File: config.mk
export PLATFORM = sky130hd
export DESIGN_NAME = icecream_vend_ctrl_flat
export DESIGN_NICKNAME = d
export VERILOG_FILES = /design/src/rtl/icecream_vend_if.sv /design/src/rtl/icecream_vend_ctrl.sv /design/src/flat_wrapper.sv
export SDC_FILE = /design/constraint.sdc
export NUM_CORES = 1
export LEC_CHECK = 0
export ABC_CLOCK_PERIOD_IN_PS = 4200
export CAP_MARGIN = 20
export CORE_MARGIN = 4
export CORE_UTILIZATION = 40
export CTS_CLUSTER_SIZE = 16
export DETAILED_ROUTE_END_ITERATION = 16
export SLEW_MARGIN = 20
export SYNTH_ARGS = -nofsm -noshare
export SYNTH_HDL_FRONTEND = slang
export SYNTH_SLANG_ARGS = --single-unit
File: constraint.sdc
create_clock -name clk -period 4.2 [get_ports clk]
set_clock_uncertainty 0.15 [all_clocks]
set_input_delay 0.63 -clock clk [delete_from_list [all_inputs] [get_ports clk]]
set_output_delay 0.63 -clock clk [all_outputs]
set_load 0.05 [all_outputs]
File: src/rtl/icecream_vend_if.sv
// Selection/coin/refund signals of the ice-cream vending controller.
// The master drives the user side; the slave is the controller.
interface icecream_vend_if;
    logic       sel_valid;
    logic [3:0] sel;
    logic       coin_valid;
    logic [2:0] coin_amt;
    logic       cancel;
    logic       dispense;
    logic       refund_valid;
    logic [5:0] refund_amt;
    logic       reject;
    logic       busy;
    logic [5:0] credit;
    logic [3:0] order_sel;

    modport master (
        output sel_valid, sel, coin_valid, coin_amt, cancel,
        input  dispense, refund_valid, refund_amt, reject, busy, credit, order_sel
    );

    modport slave (
        input  sel_valid, sel, coin_valid, coin_amt, cancel,
        output dispense, refund_valid, refund_amt, reject, busy, credit, order_sel
    );
endinterface

File: src/rtl/icecream_vend_ctrl.sv
// Ice-cream vending controller: selection check, coin collection with timeout,
// timed dispense pulse and a single-cycle refund of any change. All outputs registered.
module icecream_vend_ctrl #(
    parameter int PRICE       = 10,
    parameter int TIMEOUT     = 200,
    parameter int DISP_CYCLES = 4
) (
    input  logic           clk,
    input  logic           rst_n,
    icecream_vend_if.slave bus
);
    typedef enum logic [1:0] {IDLE, PAY, DISPENSE, REFUND} state_e;

    localparam logic [5:0] PRICE_C   = 6'(PRICE);
    localparam logic [9:0] TMO_LAST  = 10'(TIMEOUT - 1);
    localparam logic [3:0] DISP_LAST = 4'(DISP_CYCLES - 1);

    state_e     state_q;
    logic [5:0] credit_q;
    logic [5:0] refund_amt_q;
    logic [9:0] tmo_q;
    logic [3:0] dcnt_q;
    logic [3:0] sel_q;
    logic       dispense_q;
    logic       refund_valid_q;
    logic       reject_q;
    logic       busy_q;

    logic       sel_legal;
    logic       coin_ok;
    logic [6:0] sum;
    logic [5:0] credit_d;

    always_comb begin
        sel_legal = 1'b0;
        case (bus.sel)
            4'b1100, 4'b0101, 4'b0011, 4'b0110, 4'b1010: sel_legal = 1'b1;
            default:                                     sel_legal = 1'b0;
        endcase
    end

    assign coin_ok  = bus.coin_valid && (bus.coin_amt != 3'd0);
    assign sum      = {1'b0, credit_q} + (coin_ok ? {4'd0, bus.coin_amt} : 7'd0);
    // sum never exceeds 63+7, so bit 6 alone marks overflow past 63
    assign credit_d = sum[6] ? 6'd63 : sum[5:0];

    always_ff @(posedge clk or negedge rst_n) begin
        if (!rst_n) begin
            state_q        <= IDLE;
            credit_q       <= 6'd0;
            refund_amt_q   <= 6'd0;
            tmo_q          <= 10'd0;
            dcnt_q         <= 4'd0;
            sel_q          <= 4'd0;
            dispense_q     <= 1'b0;
            refund_valid_q <= 1'b0;
            reject_q       <= 1'b0;
            busy_q         <= 1'b0;
        end else begin
            reject_q       <= 1'b0;
            refund_valid_q <= 1'b0;
            refund_amt_q   <= 6'd0;
            case (state_q)
                IDLE: begin
                    if (bus.sel_valid) begin
                        if (sel_legal) begin
                            sel_q    <= bus.sel;
                            credit_q <= 6'd0;
                            tmo_q    <= 10'd0;
                            busy_q   <= 1'b1;
                            state_q  <= PAY;
                        end else begin
                            reject_q <= 1'b1;
                        end
                    end
                end
                PAY: begin
                    // coins are credited even on the cycle that cancels or completes payment
                    credit_q <= credit_d;
                    tmo_q    <= coin_ok ? 10'd0 : tmo_q + 10'd1;
                    if (credit_q >= PRICE_C) begin
                        dcnt_q     <= 4'd0;
                        dispense_q <= 1'b1;
                        state_q    <= DISPENSE;
                    end else if (bus.cancel || (!coin_ok && tmo_q == TMO_LAST)) begin
                        refund_valid_q <= 1'b1;
                        refund_amt_q   <= credit_d;
                        state_q        <= REFUND;
                    end
                end
                DISPENSE: begin
                    if (dcnt_q == DISP_LAST) begin
                        dispense_q     <= 1'b0;
                        refund_valid_q <= 1'b1;
                        refund_amt_q   <= credit_q - PRICE_C;
                        state_q        <= REFUND;
                    end else begin
                        dcnt_q <= dcnt_q + 4'd1;
                    end
                end
                REFUND: begin
                    credit_q <= 6'd0;
                    busy_q   <= 1'b0;
                    state_q  <= IDLE;
                end
                default: state_q <= IDLE;
            endcase
        end
    end

    assign bus.dispense     = dispense_q;
    assign bus.refund_valid = refund_valid_q;
    assign bus.refund_amt   = refund_amt_q;
    assign bus.reject       = reject_q;
    assign bus.busy         = busy_q;
    assign bus.credit       = credit_q;
    assign bus.order_sel    = sel_q;
endmodule

File: src/flat_wrapper.sv
// flat-port wrapper written by rule: the top's interface ports become plain ports
module icecream_vend_ctrl_flat 
#(
    parameter int PRICE       = 10,
    parameter int TIMEOUT     = 200,
    parameter int DISP_CYCLES = 4
)
  (clk, rst_n, bus_sel_valid, bus_sel, bus_coin_valid, bus_coin_amt, bus_cancel, bus_dispense, bus_refund_valid, bus_refund_amt, bus_reject, bus_busy, bus_credit, bus_order_sel);
  icecream_vend_if bus_i ();
  input  logic clk;
  input  logic rst_n;
  input wire logic [$bits(bus_i.sel_valid)-1:0] bus_sel_valid;
  input wire logic [$bits(bus_i.sel)-1:0] bus_sel;
  input wire logic [$bits(bus_i.coin_valid)-1:0] bus_coin_valid;
  input wire logic [$bits(bus_i.coin_amt)-1:0] bus_coin_amt;
  input wire logic [$bits(bus_i.cancel)-1:0] bus_cancel;
  output wire logic [$bits(bus_i.dispense)-1:0] bus_dispense;
  output wire logic [$bits(bus_i.refund_valid)-1:0] bus_refund_valid;
  output wire logic [$bits(bus_i.refund_amt)-1:0] bus_refund_amt;
  output wire logic [$bits(bus_i.reject)-1:0] bus_reject;
  output wire logic [$bits(bus_i.busy)-1:0] bus_busy;
  output wire logic [$bits(bus_i.credit)-1:0] bus_credit;
  output wire logic [$bits(bus_i.order_sel)-1:0] bus_order_sel;
  assign bus_i.sel_valid = bus_sel_valid;
  assign bus_i.sel = bus_sel;
  assign bus_i.coin_valid = bus_coin_valid;
  assign bus_i.coin_amt = bus_coin_amt;
  assign bus_i.cancel = bus_cancel;
  assign bus_dispense = bus_i.dispense;
  assign bus_refund_valid = bus_i.refund_valid;
  assign bus_refund_amt = bus_i.refund_amt;
  assign bus_reject = bus_i.reject;
  assign bus_busy = bus_i.busy;
  assign bus_credit = bus_i.credit;
  assign bus_order_sel = bus_i.order_sel;
  icecream_vend_ctrl #(.PRICE(PRICE), .TIMEOUT(TIMEOUT), .DISP_CYCLES(DISP_CYCLES)) u_core (.clk(clk), .rst_n(rst_n), .bus(bus_i));
endmodule
==> results.md, run 1 <==
* Run status: finished, final reports clean
* Final setup fails at 0
* Vias in the first global route at 1713
* Die height at between 80 and 90 um
* Post-synth top flop: dfrtp_1
* Sequential cell area fraction in the yosys report at 42.1%
* Layout cells sized above 1 at 4.37%
* CP peak stage delay at 0.45 ns
* First-pass GRT wire length at about 8 mm
* Area leader, netlist: dfrtp_1
* Hold-fix buffers, CTS at 0
* CTS root buffer: clkbuf_8
* Post-DRT Antenna Nets at 0
* Tot Pwr at approximately 1.6 mW
* Diodes inserted at 0
* Crit path time final at roughly 2.7 ns
* Pleak at 1.11 nW
* Post-Syn Area at 2140 sq um
* Max Fclk at 369 MHz
* Top-count cell post-synth: dfrtp_1
* Area grow syn2layout at 21.7%
* Die area at ~6600 sq um
* RSZ-0062 raised after global routing: no
* Row cnt at 26
* Fin Setup TNS at 0 ns
* Clock-pin slew on the worst setup and hold paths at 0.07 ns
* Largest net degree at the start of global routing at 37
* DP Area at roughly 2500 sq um
* Post-Synth XOR/XNOR Area at between 2 and 2.5%
* Cells after synthesis at about 220
* Top delay family on crit path: adder cells
* Worst setup EP type: register
* Fill count at approximately 500
* WL per Instance at 14.5 um
* Setup WS post-layout at around 1.5 ns
* Startpoint Class: input pin
* Final HPWL from detailed placement at 3.38 mm
* Sink Count at 36
* Worst-path fanout max at 7
* Worst Reg-to-Reg Cells at 6
* Final wirelength at 4.66 mm
* Via density per instance at 5.50
* Cell Chain, Critical Path: clkdlybuf4s50_1 > and2_1 > ha_1 > fa_1 > a21o_1 > nor2b_1 > a211oi_1 > mux2i_1
* CTS tree: built
* Finished Layout Cells at 322
* Initial antenna violation count at 0
* EDFF count, synth at 0
* Number of gates resized after CTS at 0
* Crit path required time at 4.20 ns
* Synth top area share at 42.1%
* Initial Utilization at 41.7%
* Compound-Gate Fraction of Synth Area at 19.7%
* Dpl ws at 1.19 ns
* Core Area at ~5100 sq um
* Period utilization at 64.5%
* Final Wtd Congestion at 0.749
* Starting DRT DRC Count at 52
* Buf+Inv Stages, Crit Path at 1
* Maximum clock insertion buffer count at 2
* Least-Margin Pin Slew at roughly 0.9 ns
* Largest family of logic cells by synthesized area: simple AND/OR/NAND/NOR gates
* Port Buf Inserts at 31
* Arrival @ worst endpoint at 2.71 ns
* Unique masters post-synth at 52
* Grt total ovfl at 0
* Pwr dens at 600 nW/um^2
* Crit path depth at 8
* Slowest-stage cell, CP: clkdlybuf4s50_1
* H-Tree Depth at 2
* Fin nets at 274
* Adder-Cell Fraction of Synth Area at between 6 and 7%
* YS warnings at 0
* Commonest cells in the netlist: dfrtp_1, nor2_1, nand3_1, inv_1
* Drt drc at 0
* Worst skew pair latency at roughly 0.29 ns
* # Post-CTS Setup Buffers at 0
* Type of the most critical hold path: in -> async
* Max-Cap Viols at 0
* Pre-antenna DRT Iters at 4
* Synth Net Count at 240
* All-Layer GR Usage at between 10% and 20%
* Via count at 1772
* Die width at roughly 81 um
* Ys async rst share at 100%
* Simple-gate share of the synthesized area at 21.7%
* # IOs at 32
* Dpl cells at 314
* Mux contribution to synthesized area at between 4 and 5%
* Top cells by area, synth: dfrtp_1, ha_1, nand3_1
* Synth Area per Inst at 9.87 sq um
* Design area at between 2000 and 3000 sq um
* Fin. Hold Viols at 0
* Slew HR at 38.7%
* Yosys reg bits at 36
* VDD IR max at 0.000317 V
* CP Class: in -> reg
* Inserted Clock Buffers at 5
* Slew Limit Fails at 0
[metrics by stage]
stage	util (%)	hold slack (ns)
2_1_floorplan	-	0.184
3_3_place_gp	49.0	0.319
3_5_place_dp	49.0	0.326
4_1_cts	50.7	0.335
5_1_grt	50.7	0.361
6_report	50.7	0.307
[metal layers]
metal  wire, um  global-route usage [%]
met1       2270                    21.1
met2       2130                    24.5
met3        177                    3.44
met4         78                    6.59
met5          0                       0
[worst reg2reg max path, delay by kind of cell, from the launching register on]
kind | cells | cell delay, ns
AO/OA/AOI/OAI | 1 | 0.23
buffers and inverters | 1 | 0.13
adder cells (fa/ha/maj) | 1 | 0.44
AND/OR/NAND/NOR | 3 | 1.10
flip-flops | 1 | 0.43
[cells by family (layout without fill, tap and decap cells)]
group	after synthesis	after routing
muxes	9	9
DFF	36	36
buffers and inverters	16	51
adders and majority gates	11	11
and+or+nand+nor	78	78
xor gates and xnor gates	6	6
AOI/OAI and AO/OA	61	61
[final cells by class]
class / count / area, sq um / share of cell area, %
clock buffer: 8 / 90.1 / 3.45
tap: 70 / 87.6 / 3.36
sequential: 36 / 901 / 34.5
multi-input combinational: 165 / 1180 / 45.2
inverter: 12 / 45.0 / 1.73
timing repair buffer: 31 / 305 / 11.7
[placed cells by master (no fill, tap or decap), types with 3 or more instances in the layout]
cell type | Yosys | layout
nor4_1 | 3 | 3
o21ai_0 | 6 | 6
a211oi_1 | 3 | 3
o21a_1 | 3 | 3
a21oi_1 | 9 | 9
clkbuf_8 | 0 | 6
nand3b_1 | 4 | 4
nand2_1 | 10 | 10
inv_1 | 11 | 11
nor2_1 | 14 | 14
ha_1 | 10 | 10
o2bb2ai_1 | 3 | 3
o22ai_1 | 6 | 6
mux2_1 | 4 | 4
or3b_1 | 3 | 3
o21ai_1 | 8 | 8
nand2b_1 | 3 | 3
o31ai_1 | 4 | 4
mux2i_1 | 5 | 5
a22o_1 | 3 | 3
xor2_1 | 4 | 4
and2_1 | 5 | 5
clkdlybuf4s50_1 | 0 | 30
and3_1 | 4 | 4
dfrtp_1 | 36 | 36
nor2b_1 | 3 | 3
a211o_1 | 5 | 5
nand3_1 | 12 | 12
[flip-flops by register name (all words and copies together) (netlist names)]
register                 cells
u_core.bus.refund_amt        6
u_core.dcnt_q                4
u_core.bus.busy              1
u_core.bus.refund_valid      1
u_core.bus.order_sel         4
u_core.state_q               2
u_core.bus.dispense          1
u_core.bus.credit            6
u_core.bus.reject            1
u_core.tmo_q                10
[path summary, 6_finish.rpt]
check,from,endpoint,slack [ns]
max,bus_coin_valid,u_core.bus.credit[3],1.49
min,rst_n,u_core.dcnt_q[2],0.31
max reg2reg,u_core.state_q[1],u_core.state_q[1],1.60
min reg2reg,u_core.bus.order_sel[1],u_core.bus.order_sel[1],0.33
max in group asynchronous,rst_n,u_core.tmo_q[5],3.02
min in group clk,u_core.bus.order_sel[1],u_core.bus.order_sel[1],0.33
[report_power, final]
part | internal, mW | switching (mW)
combinational | 0.297 | 0.529
sequential | 0.422 | 0.0609
clock | 0.134 | 0.122
Power figures use the tool's default switching activity.
==> run 2: changes to the inputs <==
Settings changed: ABC_CLOCK_PERIOD_IN_PS 4200 to 2380.
Clock period 4.2 ns to 2.38 ns, I/O delays scaled along.
==> results.md, run 2 (synthesis results as in run 1) <==
* Diodes inserted at 0 (unchanged)
* Fin. Hold Viols at 0 (unchanged)
* Design area at 2790 sq um (+7.0%)
* Pwr dens at 1040 nW/um^2 (+74%)
* Layout cells sized above 1 at 12.7% (+8.4 points)
* Die height at 81.2 um (unchanged)
* Port Buf Inserts at 31 (unchanged)
* First-pass GRT wire length at 8.12 mm (+1.1%)
* Fin nets at 297 (+8.4%)
* VDD IR max at 0.000477 V (+50%)
* Final setup fails at 0 (unchanged)
* Period utilization at around 95%
* Crit path time final at ~2.3 ns
* Row cnt at 26 (unchanged)
* Pleak at 1.23 nW (+10%)
* Register area at 901 sq um (unchanged)
* Maximum clock insertion buffer count at 2 (unchanged)
* CTS tree: built
* Least-Margin Pin Slew at 0.614 ns (-0.306 ns)
* All-Layer GR Usage at 16.0% (+0.22 points)
* Crit path required time at 2.41 ns (-1.79 ns)
* Area taken by multi-input logic gates at 1180 sq um (+0.53%)
* Drt drc at 0 (unchanged)
* # Post-CTS Setup Buffers at 0 (unchanged)
* DP Area at 2680 sq um (+6.6%)
* Type of the most critical hold path: reg -> reg
* Largest register FFs at 10 (unchanged)
* Tot Pwr at 2.91 mW (+86%)
* Highest metal used: met4
* Die width at 81.2 um (unchanged)
* Slew HR at 58.8% (+20 points)
* Wire length on met1 at 2.36 mm (+3.8%)
* Arrival @ worst endpoint at 2.28 ns (-0.43 ns)
* H-Tree Depth at 2 (unchanged)
* Worst skew pair latency at 0.29 ns (about the same)
* Routed length on met3 at 183 um (+3.4%)
* Fin Setup TNS at 0 ns (unchanged)
* Finished Layout Cells at 345 (+7.1%)
* Slew Limit Fails at 0 (unchanged)
* Leading cell type in the layout, fill and taps excluded: dfrtp_1
* # IOs at 32 (unchanged)
* Vias in the first global route at 1764 (+3.0%)
* Area grow syn2layout at 30.2%
* Worst setup EP type: register
* RSZ-0062 raised after global routing: no
* Met2 WL at 2.14 mm (+0.23%)
* Sink Count at 36 (unchanged)
* Pre-antenna DRT Iters at 4 (unchanged)
* Core Area at 5140 sq um (unchanged)
* Most frequent cells in the layout: dfrtp_1, clkdlybuf4s50_1, buf_4, nor2_1, nand3_1
* Dpl cells at 336 (+7.0%)
* Worst-path fanout max at 6 (-1)
* Via count at 1865 (+5.2%)
* Final wirelength at 4.75 mm (+2.1%)
* Largest net degree at the start of global routing at 22 (-41%)
* Initial antenna violation count at 0 (unchanged)
* Final Wtd Congestion at 0.769 (+2.7%)
* CTS root buffer: clkbuf_8
* Max-Cap Viols at 0 (unchanged)
* Die area at 6590 sq um (unchanged)
* Grt total ovfl at 0 (unchanged)
* Final HPWL from detailed placement at 3.63 mm (+7.5%)
* Fill count at 488 (-4.3%)
* CP Class: in -> reg
* Post-DRT Antenna Nets at 0 (unchanged)
* Startpoint Class: input pin
* Starting DRT DRC Count at 60 (+15%)
* Via density per instance at 5.41 (-1.8%)
* Largest Register: u_core.tmo_q
* Initial Utilization at 41.7% (unchanged)
* Max Fclk at 443 MHz
* WL per Instance at 13.8 um (-4.7%)
* Core Util, Final at 54.3% (+3.5 points)
* Inserted Clock Buffers at 5 (unchanged)
* Run status: finished, final reports clean
* Clock-pin slew on the worst setup and hold paths at 0.07 ns (about the same)
run 2: changes by cell type in the layout (fill, tap and decap cells not counted), sizes merged:
cell | previous run | this run
buf | 0 | 22
dlygate4sd3 | 0 | 1
run 2: final timing paths:
| check | from | end | slack (ns) | cells past startpoint |
|---|---|---|---|---|
| max | bus_coin_valid | u_core.bus.credit[2] | 0.12 | 9 |
| min | u_core.bus.order_sel[2] | u_core.bus.order_sel[2] | 0.33 | 1 |
| max reg2reg | u_core.state_q[1] | u_core.state_q[1] | 0.13 | 6 |
| min reg2reg | u_core.bus.order_sel[2] | u_core.bus.order_sel[2] | 0.33 | 1 |
| max in group asynchronous | rst_n | u_core.tmo_q[6] | 1.10 | 3 |
| min in group asynchronous | rst_n | u_core.dcnt_q[2] | 0.43 | 2 |
run 2: metrics by stage:
| step | setup slack, ns | hold slack (ns) |
|---|---|---|
| floorplan | 0.0882 | -0.0886 |
| global placement | -0.169 | 0.224 |
| detailed placement | -0.222 | 0.229 |
| CTS | 0.0837 | 0.342 |
| global route | 0.00728 | 0.360 |
| finish | 0.122 | 0.335 |
run 2: metal layers:
| metal | vias to the layer above | GRT usage (%) |
|---|---|---|
| li1 | 940 | - |
| met1 | 885 | 21.6 |
| met2 | 31 | 25.2 |
| met3 | 9 | 3.55 |
| met4 | 0 | 5.57 |
| met5 | - | 0 |
run 2: report_power, final:
part / internal, mW / switching, mW / total (mW)
Clock: 0.236 / 0.216 / 0.453
Combinational: 0.643 / 0.960 / 1.60
Sequential: 0.744 / 0.110 / 0.854
Total: 1.62 / 1.29 / 2.91
run 2: critical path, stage by stage:
cell and delay [ns]:
clkdlybuf4s50_1 0.42, and2_1 0.16, ha_1 0.20, fa_1 0.41, a21o_1 0.19, nor2b_1 0.15
buf_4 0.15, o21ai_0 0.15, mux2i_1 0.09
run 2: timing repair:
action / 4_1_cts / 5_1_grt
resized for setup: 0 / 3
hold buffers: 1 / 0
setup endpoints to repair: 0 / 4
endpoints found under the hold margin: 19 / 0
run 2: cell type report:
cell class / count / share of cell area [%]
inverters: 12 / 1.62
well taps: 70 / 3.14
clock buffers: 8 / 3.23
repair buffers: 54 / 17.2
multi-input cells: 165 / 42.5
flip-flops and latches: 36 / 32.3
==> run 3: changes to the inputs <==
Settings changed: CORE_ASPECT_RATIO set to 0.8.
==> results.md, run 3 (synthesis results as in run 1) <==
* Startpoint Class: input pin
* Type of the most critical hold path: in -> async
* Slew Limit Fails at 0 (unchanged)
* Slew HR at 45.0% (-14 points)
* Diodes inserted at 0 (unchanged)
* Crit path required time at 2.40 ns (about the same)
* Inserted Clock Buffers at 5 (unchanged)
* CTS root buffer: clkbuf_8
* CP Class: in -> reg
* Fin nets at 295 (-0.67%)
* Final HPWL from detailed placement at 3.57 mm (-1.8%)
* Fin. Hold Viols at 0 (unchanged)
* Max Fclk at 446 MHz (+0.74%)
* Sink Count at 36 (unchanged)
* Vias in the first global route at 1793 (+1.6%)
* Finished Layout Cells at 334 (-3.2%)
* Crit path time final at 2.24 ns (-0.0167 ns)
* Via count at 1820 (-2.4%)
* Pleak at 1.21 nW (-0.99%)
* Arrival @ worst endpoint at 2.26 ns (-0.02 ns)
* Initial Utilization at 42.1% (+0.38 points)
* Leading cell type in the layout, fill and taps excluded: dfrtp_1
* Run status: finished, final reports clean
* Row cnt at 23 (-12%)
* H-Tree Depth at 2 (unchanged)
* All-Layer GR Usage at 15.8% (-0.23 points)
* Tot Pwr at 2.89 mW (-0.58%)
* Fill count at 446 (-8.6%)
* # IOs at 32 (unchanged)
* Via density per instance at 5.45 (+0.80%)
* Core Area at 5090 sq um (-0.90%)
* Setup WS post-layout at 0.139 ns (+0.0167 ns)
* First-pass GRT wire length at 8.37 mm (+3.1%)
* Grt total ovfl at 0 (unchanged)
* Clock Power Share at 14.1% (-1.5 points)
* VDD IR max at 0.000525 V (+10%)
* Pre-antenna DRT Iters at 5 (+1)
* Final Wtd Congestion at 0.799 (+3.9%)
* Sequential power share at 29.5% (+0.2 points)
* Dpl cells at 327 (-2.7%)
* Post-DRT Antenna Nets at 0 (unchanged)
* Int Pwr at 1.60 mW (-1.6%)
* Sw Share at 44.8% (+0.57 points)
* Dpl ws at -0.169 ns (+0.0532 ns)
* Hold Slack at 0.0156 ns (-0.319 ns)
* DP Area at 2670 sq um (-0.65%)
* Most frequent cells in the layout: dfrtp_1, clkdlybuf4s50_1, buf_4, nor2_1, nand3_1
* Die width at 89.8 um (+11%)
* FF-to-FF End: u_core.state_q[1]
* Worst-path fanout max at 6 (unchanged)
* Die area at 6600 sq um (+0.11%)
* Max-Cap Viols at 0 (unchanged)
* Period utilization at 94.2% (-0.70 points)
* Sw power at 1.30 mW (+0.69%)
* Pwr dens at 1050 nW/um^2 (+0.64%)
* Worst setup EP type: register
* Worst skew pair latency at 0.28 ns (about the same)
* Least-Margin Pin Slew at 0.825 ns (+0.211 ns)
* Worst R2R Setup Slack at 0.14 ns (about the same)
* Die height at 73.5 um (-9.5%)
* Largest Register: u_core.tmo_q
* Initial antenna violation count at 0 (unchanged)
* Largest net degree at the start of global routing at 37 (+68%)
* Drt drc at 0 (unchanged)
* Final wirelength at 4.86 mm (+2.1%)
* FF-to-FF Start: u_core.state_q[1]
* WL per Instance at 14.5 um (+5.5%)
* Starting DRT DRC Count at 77 (+28%)
* Port Buf Inserts at 31 (unchanged)
* Maximum clock insertion buffer count at 2 (unchanged)
* Design area at 2760 sq um (-1.2%)
* CTS tree: built
* Layout cells sized above 1 at 12.1% (-0.59 points)
* Worst Reg-to-Reg Cells at 6 (unchanged)
* Clock-pin slew on the worst setup and hold paths at 0.07 ns (about the same)
* Final setup fails at 0 (unchanged)
* Fin Setup TNS at 0 ns (unchanged)
* Core Util, Final at 54.1% (-0.17 points)
* Area grow syn2layout at 28.6%
* Power share of the combinational group at 56.4% (+1.3 points)
* Largest register FFs at 10 (unchanged)
[run 3: worst max-delay path by stage]
stage / slack [ns] / end / cells past startpoint / start
3_3_place_gp: -0.13 / u_core.bus.refund_amt[3] / 8 / bus_coin_valid
6_report: 0.14 / u_core.bus.credit[2] / 9 / bus_coin_valid
5_1_grt: -0.006 / u_core.bus.credit[2] / 9 / bus_coin_valid
2_1_floorplan: 0.09 / u_core.bus.credit[3] / 6 / u_core.bus.credit[0]
3_5_place_dp: -0.17 / u_core.bus.refund_amt[3] / 8 / bus_coin_valid
4_1_cts: 0.13 / u_core.bus.refund_amt[3] / 8 / bus_coin_valid
[run 3: per-layer routing]
metal / track usage (%) / routed length, um / vias up
met5: 0 / 0 / -
met2: 23.8 / 2010 / 33
met4: 5.27 / 52 / 0
met1: 22.2 / 2580 / 853
met3: 4.09 / 208 / 7
li1: - / - / 927
[run 3: area by class of cell]
class                           instances  area [sq um]  share of cell area, %
Sequential cell                        36           901                   32.7
Timing Repair Buffer                   52           463                   16.8
Tap cell                               62          77.6                   2.82
Inverter                               12          45.0                   1.63
Multi-Input combinational cell        165          1190                   43.2
Clock inverter                          1          5.00                  0.182
Clock buffer                            6          72.6                   2.63
[run 3: power by group through the flow]
stage / registers (mW) / clock network, mW / logic [mW]
CTS: 0.854 / 0.427 / 1.63
floorplan: 1.14 / 0 / 0.782
detailed placement: 0.867 / 0 / 1.62
finish: 0.854 / 0.408 / 1.63
global placement: 0.863 / 0 / 1.61
global route: 0.877 / 0.449 / 1.80
[run 3: repair_timing]
action	4_1_cts	5_1_grt
setup buffers	0	0
hold buffers	0	0
gates resized for setup	0	2
hold endpoints to repair	0	0
endpoints found under the setup margin	0	3
[run 3: worst max-delay path, stage by stage]
cell             delay [ns]
clkdlybuf4s50_1        0.41
and2_1                 0.16
ha_1                   0.20
fa_1                   0.39
a21o_1                 0.19
nor2b_1                0.15
buf_4                  0.15
o21ai_0                0.15
mux2i_1                0.09
